`src/rtl/demo_stream_arbiter.sv`:
```
// Round-robin packet arbiter: one grant at a time, held to end of packet or MAX_BEATS.
// Latency: one arbitration cycle, then 1 beat/cycle; out_ready passes straight to req_ready[gnt].
module demo_stream_arbiter #(
  parameter int NUM_REQ   = 4,
  parameter int DATA_W    = 32,
  parameter int MAX_BEATS = 16
) (
  input  logic                        clk,
  input  logic                        rst,
  input  logic [NUM_REQ-1:0]          req_valid,
  input  logic [NUM_REQ*DATA_W-1:0]   req_data,
  input  logic [NUM_REQ-1:0]          req_last,
  output logic [NUM_REQ-1:0]          req_ready,
  output logic                        out_valid,
  output logic [DATA_W-1:0]           out_data,
  output logic                        out_last,
  input  logic                        out_ready,
  output logic [$clog2(NUM_REQ)-1:0]  out_src,
  output logic                        busy,
  output logic                        trunc_err
);

  localparam int IDX_W = $clog2(NUM_REQ);
  localparam int CNT_W = $clog2(MAX_BEATS + 1);

  localparam logic [0:0] S_IDLE = 1'b0;
  localparam logic [0:0] S_LOCK = 1'b1;

  logic [0:0]       state;
  logic [IDX_W-1:0] ptr;
  logic [IDX_W-1:0] gnt;
  logic [IDX_W-1:0] nxt_gnt;
  logic             nxt_found;
  logic [IDX_W:0]   cand;
  logic [CNT_W-1:0] beat_cnt;
  logic             lock;
  logic             accept;
  logic [DATA_W-1:0] data_arr [NUM_REQ];

  for (genvar i = 0; i < NUM_REQ; i++) begin : g_data
    assign data_arr[i] = req_data[i*DATA_W +: DATA_W];
  end

  // Search starts just past the last served requester so it ends up lowest priority.
  always_comb begin
    nxt_found = 1'b0;
    nxt_gnt   = '0;
    cand      = '0;
    for (int k = 1; k <= NUM_REQ; k++) begin
      cand = {1'b0, ptr} + (IDX_W+1)'(k);
      if (cand >= (IDX_W+1)'(NUM_REQ)) cand = cand - (IDX_W+1)'(NUM_REQ);
      if (!nxt_found && req_valid[cand[IDX_W-1:0]]) begin
        nxt_found = 1'b1;
        nxt_gnt   = cand[IDX_W-1:0];
      end
    end
  end

  // Reset gates the outputs so a grant disappears in the very cycle reset is raised.
  assign lock = (state == S_LOCK) && !rst;

  always_comb begin
    out_valid = 1'b0;
    out_data  = '0;
    out_last  = 1'b0;
    req_ready = '0;
    out_src   = '0;
    busy      = 1'b0;
    if (lock) begin
      out_valid = req_valid[gnt];
      out_data  = data_arr[gnt];
      out_last  = req_last[gnt] || (beat_cnt == CNT_W'(MAX_BEATS - 1));
      out_src   = gnt;
      busy      = 1'b1;
      for (int i = 0; i < NUM_REQ; i++) begin
        req_ready[i] = out_ready && (gnt == IDX_W'(i));
      end
    end
  end

  assign accept = out_valid && out_ready;

  always_ff @(posedge clk) begin
    if (rst) begin
      state     <= S_IDLE;
      ptr       <= IDX_W'(NUM_REQ - 1);
      gnt       <= '0;
      beat_cnt  <= '0;
      trunc_err <= 1'b0;
    end else if (state == S_IDLE) begin
      if (nxt_found) begin
        gnt   <= nxt_gnt;
        state <= S_LOCK;
      end
    end else if (accept) begin
      if (out_last) begin
        ptr      <= gnt;
        beat_cnt <= '0;
        state    <= S_IDLE;
        // A release without the requester's own last marker is a burst-limit cut.
        if (!req_last[gnt]) trunc_err <= 1'b1;
      end else begin
        beat_cnt <= beat_cnt + CNT_W'(1);
      end
    end
  end

endmodule
```
`config.mk`:
```
export PLATFORM = sky130hd
export DESIGN_NAME = demo_stream_arbiter
export DESIGN_NICKNAME = d
export VERILOG_FILES = /design/src/rtl/demo_stream_arbiter.sv
export SDC_FILE = /design/constraint.sdc
export NUM_CORES = 1
export LEC_CHECK = 0
export ABC_AREA = 1
export BUFFER_PORTS_ARGS = -buffer_cell sky130_fd_sc_hd__buf_2
export CAP_MARGIN = 20
export CORE_MARGIN = 3
export CORE_UTILIZATION = 25
export CTS_BUF_LIST = sky130_fd_sc_hd__clkbuf_16
export DETAILED_ROUTE_END_ITERATION = 10
export PLACE_DENSITY = 0.72
export SYNTH_ARGS = -nofsm -noshare
export SYNTH_HDL_FRONTEND = slang
export SYNTH_SLANG_ARGS = --single-unit
```
`constraint.sdc`:
```
create_clock -name clk -period 1.9 [get_ports clk]
set_clock_uncertainty 0.05 [all_clocks]
set_input_delay 0.095 -clock clk [delete_from_list [all_inputs] [get_ports clk]]
set_output_delay 0.095 -clock clk [all_outputs]
set_load 0.01 [all_outputs]
```
**Word level (Yosys, flattened, before mapping)**

Index checks and enable logic that the tools add are counted.

- Flip-flop bits (word level): 11
- Word-level logic and storage cells: 88

- Add/sub/neg operators: 9
- Magnitude comparators: 10
- Eq/ne operators: 4
- Muxes and demuxes: 38
- Bitwise operators: 3
- Reductions and logical operators: 19

Operators with widths:

| cell | count |
|---|---|
| $mux 32 | 3 |
| $bmux 32 s2 | 1 |
| $mux 2 | 9 |
| $mux 1 | 17 |
| $ge 3x3->1 const B | 5 |
| $lt 2x3->1 const B | 5 |
| $bmux 1 s2 | 6 |
| $logic_and 1x1->1 | 9 |
| $sub 2x1->2 const B | 4 |
| $add 2x2->3 const B | 2 |
| $add 5x1->5 const B | 1 |
| $eq 5x4->1 const B | 1 |
| $mux 5 | 1 |
| $eq 2x2->1 const B | 2 |
| $logic_not 1->1 | 4 |
| $mux 4 | 1 |
| $reduce_and 2->1 | 2 |
| $reduce_and 4->1 | 1 |
| $add 2x1->3 const B | 1 |
| $add 2x3->3 const B | 1 |
| $not 2->3 | 1 |
| $reduce_and 3->1 | 1 |
| $eq 2x1->1 const B | 1 |
| $logic_not 2->1 | 1 |
| 2 further kinds | 3 |

**Logic depth before layout (Yosys ltp)**

Gate-level depths: netlist (run 1).

- Depth after elaboration: 17
- Gate-level depth with buffers: 12
- Mapped depth without buffers: 11

**Worst setup path after synthesis (run 1)**

No wires, ideal clock.

- Path kind: register to register
- Start point: reg ptr[0]
- End point: reg gnt[0]
- Library setup time: 111 ps
- Arrival time: 1,199 ps
- Required time: 1,739 ps
- Path slack: 540 ps
- Stages on the path, launching flop included: 12
- Path buffers: 1
- Period minus slack after synthesis: 1,360 ps
- Path through: dfxtp_1 -> buf_4 -> inv_4 -> nand2_1 -> nand2_1 -> inv_1 -> o21ai_0 -> nand2_1 -> nand2_1 -> nand3_1 -> nor2_1 -> nor2_1

- Cells in the longest elaborated chain, start to end: 16
- Elaborated cells on any way between the ends: 39
- Those cells by class: add/sub (8); order compare (4); mux (20); reduce/logical (7)

Ends and longest elaborated chain:

| element | line | RTL |
|---|---|---|
| from (decl) | 30 | `logic [IDX_W-1:0] ptr;` |
| from (signal assigned) | 86 | `ptr <= IDX_W'(NUM_REQ - 1);` |
| from (signal assigned) | 97 | `ptr <= gnt;` |
| $add 2x1->3 | 50 | `cand = {1'b0, ptr} + (IDX_W+1)'(k);` |
| $ge 3x3->1 / $sub 2x1->2 (equally long branches) | 51 | `if (cand >= (IDX_W+1)'(NUM_REQ)) cand = cand - (IDX_W+1)'(NUM_REQ);` |
| $mux 2 | 51 |  |
| $bmux 1 s2 | 52 | `if (!nxt_found && req_valid[cand[IDX_W-1:0]]) begin` |
| $mux 1 (implied by the code) | 52 |  |
| $mux 1 | 52 |  |
| $logic_not 1->1 | 52 |  |
| $logic_and 1x1->1 | 52 |  |
| $mux 1 | 52 |  |
| $logic_not 1->1 | 52 |  |
| $logic_and 1x1->1 | 52 |  |
| $mux 1 | 52 |  |
| $logic_not 1->1 | 52 |  |
| $logic_and 1x1->1 | 52 |  |
| $mux 1 | 52 |  |
| $reduce_and 2->1 (no line) | -- |  |
| to (signal assigned) | 92 | `gnt <= nxt_gnt;` |
| to (decl) | 31 | `logic [IDX_W-1:0] gnt;` |

Parallel ways exist; a longest one is shown, timed or not. The select of a mux whose other input is x is not followed.
A chain may end at the register's enable or synchronous reset.

**Final worst setup path (run 1)**

- Start point: reg gnt[0]
- End point: out out_data[13]

- Cells in the longest elaborated chain, start to end: 5

Ends and longest elaborated chain:

| element | line | RTL |
|---|---|---|
| $not 2->3 (implied by the code) | 71 | `out_data = data_arr[gnt];` |
| $bmux 32 s2 | 71 |  |
| $mux 32 (implied by the code) (2 in a row) | 71 |  |
| $mux 32 | 69 | `if (lock) begin` |
| to (decl) | 15 | `output logic [DATA_W-1:0] out_data,` |

No other way between the ends. The select of a mux whose other input is x is not followed.

==> impl_metrics.json, run 1 <==
{
  "cp_slowest_stage_delay_ns": 0.37,
  "h-tree-depth": 1,
  "yosys_warnings": 0,
  "clockPowerShare": 0.230,
  "arrival_ns": 1.58,
  "worstPathCellList": "nor2_2 -> buf_4 -> a22oi_1 -> a21oi_1 -> buf_2",
  "crit_path_top_delay_cell": "dfxtp_2",
  "first_global_vias": 2394,
  "fillers": 634,
  "p_total_uw": 1640,
  "clockBufferDepth": 2,
  "num_rows": 28,
  "pwr-share-comb": 0.603,
  "root_buffer": "clkbuf_16",
  "yosys.area.top_type": "a22oi_1",
  "p_switching_uw": 690,
  "min_period_ns": 1.73,
  "grt_pass1_wl_um": 11000,
  "syn-num-nets": 407,
  "placedCellCount": 512,
  "required_ns": 1.75,
  "dr_total_vias": 2628,
  "p_per_area_nw_per_um2": 607,
  "fin_nets": 583,
  "finalSetupViolations": 0,
  "final_hold_viol_count": 0,
  "syn_avg_cell_area_um2": 6.11,
  "routedWlPerCell_um": 14.3,
  "yosysSeqAreaShare": 0.135,
  "power_frac_seq": 0.167,
  "hpwl_um": 5950,
  "synth_top_area_share": 0.296,
  "syn_area_um2": 1630,
  "yosysUniqueCellTypes": 28,
  "fin_crit_sh": 0.910,
  "grt_start_max_net_pins": 35,
  "vias_per_cell": 5.09,
  "die_area_um2": 7500,
  "io_pins": 181,
  "overflow": 0,
  "path_buf_inv": 2,
  "cts_tree": "yes",
  "worst_pin_slew_ns": 0.357,
  "hold_buffers": 0,
  "cts_buffers": 3,
  "crit_fanout": 27,
  "intPower_uw": 950,
  "switching_share": 0.421,
  "gp_congestion": 0.871,
  "path_clk_slew_ns": 0.04,
  "grt_antenna_before_repair": 0,
  "area_delta_synth_final_pct": 66.1,
  "port_buffers": 180,
  "die_x_um": 86.6,
  "met2_length_um": 3550,
  "pre_cts_ws_ns": 0.312,
  "routed_wl_um": 7360,
  "rsz0062_at_grt": "false",
  "ys_top_cells_by_area": "a22oi_1 (30%), dfxtp_1 (14%), a21oi_1 (12%)",
  "ir_worst_vdd_mv": 0.499,
  "tns_ns": 0,
  "drv_cap": 0,
  "dr_wl_met3_um": 663,
  "drc": 0,
  "worst_setup_path_start_kind": "flip-flop",
  "syn_inst": 266,
  "maxSlewViolCount": 0,
  "antenna_left": 0,
  "crit_family": "buffers and inverters",
  "p_leak_uw": 0.00147,
  "clkLatencyLatePin_ns": 0.24,
  "clock_sinks": 11,
  "top_layer_used": "met4",
  "max_freq_mhz": 578,
  "end_kind": "output port",
  "hold_path_class": "primary input to flip-flop",
  "synth-seq-cells": 11,
  "initialDrtViolationCount": 85,
  "die_h_um": 86.6,
  "hold_slack_ns": 0.0769,
  "wl_met1_um": 3050,
  "dr.pass1.iters": 4,
  "rrSetupSlack_ns": 0.33,
  "path_class": "flip-flop to output port",
  "status": "complete, no violations",
  "maxSlewHeadroom": 0.762,
  "drive_above_1_share": 0.485,
  "n_antenna_cell": 0,
  "fp.coreArea_um2": 6100,
  "start_util": 0.267,
  "final_cells": 516,
  "fin_ws_ns": 0.171,
  "grt_usage": 0.177
}
==> sequential cells by signal, indices dropped and copies added (netlist names) <==
name and count:
trunc_err 1, state 1, beat_cnt 5, gnt 2, ptr 2
==> layout by cell type, fill, tap and decap left out, types with 2 or more instances in the layout <==
master | Yosys | final
nor2_4 | 3 | 3
buf_4 | 2 | 6
clkbuf_16 | 0 | 3
nor2_1 | 17 | 17
o21ai_1 | 3 | 3
nand2_4 | 2 | 2
nand2_2 | 2 | 2
dfxtp_1 | 11 | 9
nand2_1 | 50 | 50
o21ai_0 | 2 | 2
inv_2 | 6 | 6
a22oi_1 | 64 | 64
inv_1 | 19 | 20
nand3_1 | 15 | 15
a21oi_1 | 38 | 38
dfxtp_2 | 0 | 2
nor2_2 | 2 | 2
buf_2 | 12 | 180
nand3b_1 | 3 | 3
==> Yosys cell counts, drive strengths merged <==
library cell / n
buf: 14
nand2: 54
and2: 1
dfxtp: 11
nor3: 2
clkbuf: 3
clkinv: 1
nand3: 15
ha: 2
o21ai: 5
inv: 27
nand3b: 4
nor2: 22
a22oi: 64
xor2: 1
nand4: 2
a21oi: 38
==> power groups by stage <==
stage / Clock [uW] / Sequential, uW / Combinational, uW
3_5_place_dp: 0 / 276 / 985
2_1_floorplan: 0 / 261 / 626
5_1_grt: 395 / 277 / 1100
6_report: 377 / 274 / 988
3_3_place_gp: 0 / 275 / 976
4_1_cts: 383 / 272 / 990
==> layout make-up <==
type | instances | area, um2 | share of cell area
clock buffers | 3 | 75.1 | 0.0278
clock inverters | 1 | 3.75 | 0.00139
inverters | 28 | 113 | 0.0417
multi-input cells | 210 | 1210 | 0.450
flip-flops and latches | 11 | 223 | 0.0825
well taps | 75 | 93.8 | 0.0348
repair buffers | 188 | 977 | 0.362
==> worst paths after layout <==
kind	start	endpoint	cells past startpoint
setup / recovery	gnt[0]$_SDFFE_PP0P_	out_data[13]	5
hold / removal	rst	beat_cnt[1]$_SDFFE_PP0P_	2
setup reg to reg	ptr[0]$_SDFFE_PP1P_	gnt[1]$_SDFFE_PP0P_	11
hold reg to reg	trunc_err$_SDFFE_PP0P_	trunc_err$_SDFFE_PP0P_	2
==> cells by family (layout without fill, tap and decap cells) <==
family	after synthesis	in the layout	share of synthesized area
AND/OR/NAND/NOR	100	100	0.293
adder cells (fa/ha/maj)	2	2	0.0154
buffers and inverters	45	220	0.122
XOR/XNOR	1	1	0.00539
flip-flops	11	11	0.135
AO/OA/AOI/OAI	107	107	0.428
==> per-layer routing <==
metal,global-route usage,up-vias
met5,0,-
met4,0.0453,0
met3,0.0285,11
met2,0.296,135
met1,0.235,1175
li1,-,1307
==> metrics by stage <==
step / instance area [um2] / utilization
2_1_floorplan: 1630 / -
3_3_place_gp: 2610 / 0.428
6_report: 2700 / 0.443
5_1_grt: 2700 / 0.443
3_5_place_dp: 2610 / 0.428
4_1_cts: 2690 / 0.440
==> what timing repair did <==
action,CTS,global route
setup buffers,0,0
gates resized for setup,0,5
setup endpoints to repair,0,32
Note: power is estimated with default switching activity, not from simulation.
==> inputs of run 2 (changes only) <==
==> constraint.sdc (replaced) <==
create_clock -name clk -period 2 [get_ports clk]
set_clock_uncertainty 0.05 [all_clocks]
set_input_delay 0.1 -clock clk [delete_from_list [all_inputs] [get_ports clk]]
set_output_delay 0.1 -clock clk [all_outputs]
set_load 0.01 [all_outputs]
==> run 2 against run 1 <==
  * Hold slack better by 0.0052 ns
  * Register-to-register slack improved by 0.07 ns
  * Critical endpoint is now out_data[17]
  * Critical path type unchanged
  * Sequential cell count unchanged
==> impl_metrics.json, run 2 (synthesis results as in run 1) <==
{
  "area_delta_synth_final_pct": 66.1,
  "max_freq_mhz": 543,
  "die_area_um2": 7500,
  "tns_ns": 0,
  "cts_tree": "yes",
  "hpwl_um": 5820,
  "path_class": "flip-flop to output port",
  "arrival_ns": 1.69,
  "regArea_um2": 221,
  "overflow": 0,
  "hold_path_class": "primary input to flip-flop",
  "rsz0062_at_grt": "false",
  "top_regs": "beat_cnt x5, gnt x2, ptr x2",
  "largest_reg_flops": 5,
  "fp.coreArea_um2": 6100,
  "vias_per_cell": 5.09,
  "antenna_left": 0,
  "final_common_cell": "buf_2",
  "p_per_area_nw_per_um2": 583,
  "top_register": "beat_cnt",
  "crit_path_top_delay_cell": "dfxtp_1",
  "grt_antenna_before_repair": 0,
  "fin_area_um2": 2700,
  "maxSlewHeadroom": 0.751,
  "final_cell_mix": "buf_2 (180), a22oi_1 (64), nand2_1 (50), a21oi_1 (38), inv_1 (20)",
  "port_buffers": 180,
  "end_kind": "output port",
  "final_hold_viol_count": 0,
  "root_buffer": "clkbuf_16",
  "first_global_vias": 2396,
  "n_antenna_cell": 0,
  "maxSlewViolCount": 0,
  "fin_crit_sh": 0.921,
  "min_period_ns": 1.84,
  "gp_congestion": 0.852,
  "cp_slowest_stage_delay_ns": 0.38,
  "initialDrtViolationCount": 88,
  "worstPathCellList": "inv_2 -> nand2_1 -> inv_4 -> buf_12 -> a22oi_1 -> a21oi_1 -> buf_2",
  "clkLatencyLatePin_ns": 0.24,
  "ir_worst_vdd_mv": 0.477,
  "required_ns": 1.85,
  "status": "complete, no violations",
  "grt_pass1_wl_um": 10800,
  "placed_area_um2": 2610,
  "multi_input_area_um2": 1210,
  "grt_usage": 0.174,
  "num_rows": 28,
  "grt_start_max_net_pins": 35,
  "worst_pin_slew_ns": 0.373,
  "crit_fanout": 20,
  "path_clk_slew_ns": 0.04,
  "finalSetupViolations": 0,
  "start_util": 0.267,
  "routed_wl_um": 7330,
  "die_x_um": 86.6,
  "dr_total_vias": 2620,
  "hold_buffers": 0,
  "io_pins": 181,
  "worst_setup_path_start_kind": "flip-flop",
  "h-tree-depth": 1,
  "p_leak_uw": 0.00146,
  "die_h_um": 86.6,
  "routedWlPerCell_um": 14.2,
  "drv_cap": 0,
  "cts_buffers": 3,
  "drive_above_1_share": 0.477,
  "fillers": 630,
  "clockBufferDepth": 2,
  "clock_sinks": 11,
  "drc": 0,
  "fin_nets": 582,
  "dr.pass1.iters": 4
}
==> run 2: final timing paths <==
kind	startpoint	end	slack, ns	cells past startpoint
setup / recovery	gnt[1]$_SDFFE_PP0P_	out_data[17]	0.16	7
hold / removal	rst	beat_cnt[4]$_SDFFE_PP0P_	0.08	2
setup reg to reg	ptr[0]$_SDFFE_PP1P_	gnt[0]$_SDFFE_PP0P_	0.40	9
hold reg to reg	trunc_err$_SDFFE_PP0P_	trunc_err$_SDFFE_PP0P_	0.40	2
==> run 2: critical path: cells and delay by family (launching register included) <==
kind | cells | cell delay (ns)
simple gates | 1 | 0.13
buf+inv | 4 | 0.67
compound gates | 2 | 0.28
flops | 1 | 0.38
==> run 2: power breakdown <==
group	leakage (uW)	internal (uW)	switching, uW
combinational	0.00133	409	539
clock	0.0000423	263	101
sequential	0.0000899	236	24.8
total	0.00146	908	665
==> run 2: stage by stage <==
stage	hold WS, ns	cells	setup slack, ns	util	total power (uW)
global placement	0.330	511	0.322	0.428	1190
finish	0.0820	515	0.158	0.443	1570
detailed placement	0.332	511	0.294	0.428	1200
floorplan	0.119	266	0.640	-	843
global route	0.110	515	0.0113	0.443	1700
CTS	0.0824	515	0.0221	0.441	1570
==> run 2: final cells by class <==
cell class | count | area share
clock buffers | 3 | 0.0278
clock inverters | 1 | 0.00139
inverters | 28 | 0.0436
multi-input cells | 210 | 0.447
flip-flops and latches | 11 | 0.0820
well taps | 75 | 0.0348
repair buffers | 187 | 0.364
==> run 2: layer usage <==
metal | vias to the layer above | global-route usage | routed length, um
li1 | 1305 | - | -
met1 | 1147 | 0.232 | 3020
met2 | 154 | 0.292 | 3450
met3 | 14 | 0.0228 | 754
met4 | 0 | 0.0467 | 113
met5 | - | 0 | 0
==> run 2: repair_timing <==
action / 4_1_cts / 5_1_grt
setup endpoints to repair: 0 / 24
buffers inserted: 0 / 0
resized for setup: 0 / 5
==> inputs of run 3 (changes only) <==
--- a/config.mk
+++ b/config.mk
@@ -8,11 +8,14 @@
 export ABC_AREA = 1
 export BUFFER_PORTS_ARGS = -buffer_cell sky130_fd_sc_hd__buf_2
 export CAP_MARGIN = 20
+export CELL_PAD_IN_SITES_DETAIL_PLACEMENT = 0
+export CELL_PAD_IN_SITES_GLOBAL_PLACEMENT = 1
 export CORE_MARGIN = 3
-export CORE_UTILIZATION = 25
+export CORE_UTILIZATION = 22
 export CTS_BUF_LIST = sky130_fd_sc_hd__clkbuf_16
+export CTS_CLUSTER_SIZE = 14
 export DETAILED_ROUTE_END_ITERATION = 10
-export PLACE_DENSITY = 0.72
+export PLACE_DENSITY = 0.95
 export SYNTH_ARGS = -nofsm -noshare
 export SYNTH_HDL_FRONTEND = slang
 export SYNTH_SLANG_ARGS = --single-unit
==> run 3 against run 2 <==
  * Register-to-register slack got worse by 0.03 ns
  * Final area rose by 1.4%
  * Hold slack got worse by 0.0022 ns
  * First-iteration DRC count rose by 76%
  * Utilization fell by 5.1 points
  * Via count rose by 2.5%
  * Sequential cell count did not move
  * Die area rose by 13%
==> impl_metrics.json, run 3 (synthesis results as in run 1) <==
{
  "finalSetupViolations": 0,
  "drive_above_1_share": 0.482,
  "antenna_left": 0,
  "cts_buffers": 3,
  "worst_pin_slew_ns": 0.331,
  "grt_usage": 0.178,
  "worstPathCellList": "nand2_1 -> inv_2 -> buf_6 -> a22oi_1 -> a21oi_1 -> buf_2",
  "drv_cap": 0,
  "largest_reg_flops": 5,
  "maxSlewHeadroom": 0.779,
  "hold_path_class": "primary input to flip-flop",
  "power_frac_seq": 0.164,
  "p_total_uw": 1590,
  "p_per_area_nw_per_um2": 582,
  "n_antenna_cell": 0,
  "fp.coreArea_um2": 6980,
  "start_util": 0.233,
  "grt_pass1_wl_um": 12400,
  "clkLatencyLatePin_ns": 0.24,
  "path_class": "flip-flop to output port",
  "fin_crit_sh": 0.924,
  "p_switching_uw": 674,
  "die_x_um": 92.0,
  "regArea_um2": 221,
  "dr.pass1.iters": 5,
  "whs_path_depth": 2,
  "hold_buffers": 0,
  "routed_wl_um": 8170,
  "die_h_um": 92.0,
  "io_pins": 181,
  "final_util": 0.392,
  "min_period_ns": 1.85,
  "clockBufferDepth": 2,
  "final_common_cell": "buf_2",
  "top_register": "beat_cnt",
  "hpwl_um": 6760,
  "cts_tree": "yes",
  "p_leak_uw": 0.00148,
  "num_rows": 30,
  "overflow": 0,
  "switching_share": 0.423,
  "port_buffers": 180,
  "fin_nets": 586,
  "maxSlewViolCount": 0,
  "path_clk_slew_ns": 0.04,
  "area_delta_synth_final_pct": 68.5,
  "clock_sinks": 11,
  "pwr-share-comb": 0.610,
  "fillers": 786,
  "clockPowerShare": 0.226,
  "vias_per_cell": 4.97,
  "intPower_uw": 920,
  "required_ns": 1.85,
  "first_global_vias": 2628,
  "worst_setup_path_start_kind": "flip-flop",
  "rrSetupSlack_ns": 0.37,
  "hp-start": "rst",
  "path_buf_inv": 3,
  "rsz0062_at_grt": "false",
  "reg2reg_to": "gnt[0]$_SDFFE_PP0P_",
  "h-tree-depth": 1,
  "gp_congestion": 0.907,
  "ir_worst_vdd_mv": 0.290,
  "multi_input_area_um2": 1210,
  "hold-path-endpoint": "beat_cnt[1]$_SDFFE_PP0P_",
  "top_regs": "beat_cnt x5, gnt x2, ptr x2",
  "crit_family": "buffers and inverters",
  "final_hold_viol_count": 0,
  "arrival_ns": 1.70,
  "cp_slowest_stage_delay_ns": 0.45,
  "end_kind": "output port",
  "routedWlPerCell_um": 15.1,
  "root_buffer": "clkbuf_16",
  "crit_fanout": 21,
  "status": "complete, no violations",
  "drc": 0,
  "max_freq_mhz": 541,
  "die_area_um2": 8450,
  "dr_total_vias": 2686,
  "initialDrtViolationCount": 155,
  "tns_ns": 0,
  "crit_path_top_delay_cell": "dfxtp_1",
  "rr_startpoint": "ptr[0]$_SDFFE_PP1P_",
  "reg2regPathDepth": 11,
  "grt_start_max_net_pins": 33,
  "grt_antenna_before_repair": 0,
  "final_cell_mix": "buf_2 (180), a22oi_1 (64), nand2_1 (50), a21oi_1 (38), inv_1 (20)"
}
## run 3: changes by cell type in the layout (fill, tap and decap cells not counted), sizes merged
cell  before  now
buf      187  191
## run 3: per-stage QoR
stage	cells	hold WS, ns	setup WS [ns]	instance area (um2)
3_5_place_dp	533	0.331	0.237	2630
3_3_place_gp	533	0.322	0.269	2630
5_1_grt	540	0.0916	0.00116	2740
2_1_floorplan	266	0.119	0.640	1630
6_report	540	0.0799	0.151	2740
4_1_cts	537	0.0811	0.00854	2710
## run 3: per-layer routing
layer	track usage	wire length [um]
met1	0.214	3200
met2	0.319	4070
met3	0.0377	710
met4	0.0458	190
met5	0	0
## run 3: power by group through the flow
stage	Combinational [uW]	Sequential [uW]	Clock [uW]
after global routing	1070	265	380
final	972	261	360
after floorplan	595	248	0
after detailed placement	952	263	0
after global placement	938	261	0
after CTS	955	261	367
## run 3: layout make-up
type                            instances  share of cell area
Sequential cell                        11              0.0809
Inverter                               28              0.0411
Clock buffer                            3              0.0274
Multi-Input combinational cell        210               0.440
Timing Repair Buffer                  191               0.365
Clock inverter                          1             0.00137
Tap cell                               96              0.0439
## run 3: worst max-delay path by stage
stage	start	to	slack (ns)	cells past startpoint
global route	gnt[1]$_SDFFE_PP0P_	out_data[0]	0.001	6
floorplan	ptr[0]$_SDFFE_PP1P_	gnt[0]$_SDFFE_PP0P_	0.64	11
finish	gnt[1]$_SDFFE_PP0P_	out_data[13]	0.15	6
detailed placement	gnt[0]$_SDFFE_PP0P_	out_data[0]	0.24	6
CTS	gnt[1]$_SDFFE_PP0P_	out_last	0.009	9
global placement	gnt[0]$_SDFFE_PP0P_	out_data[30]	0.27	6
## run 3: worst register-to-register path: stages, from the launching register on
cell and delay, ns:
dfxtp_1 0.51, inv_4 0.10, nand2_1 0.07, nand2_1 0.08, nand2_1 0.11, nand2_2 0.09, nor2_4 0.13, nand3b_2 0.11
nand2_1 0.12, nand2_1 0.06, nand2_1 0.06, nor2_1 0.04
## run 3: repair_timing
item                                   CTS  global route
gates resized for setup                  1             1
pin swaps                                0             1
setup endpoints to repair               18            18
endpoints found under the hold margin    0             0
buffers inserted                         0             3
gates cloned                             0             0
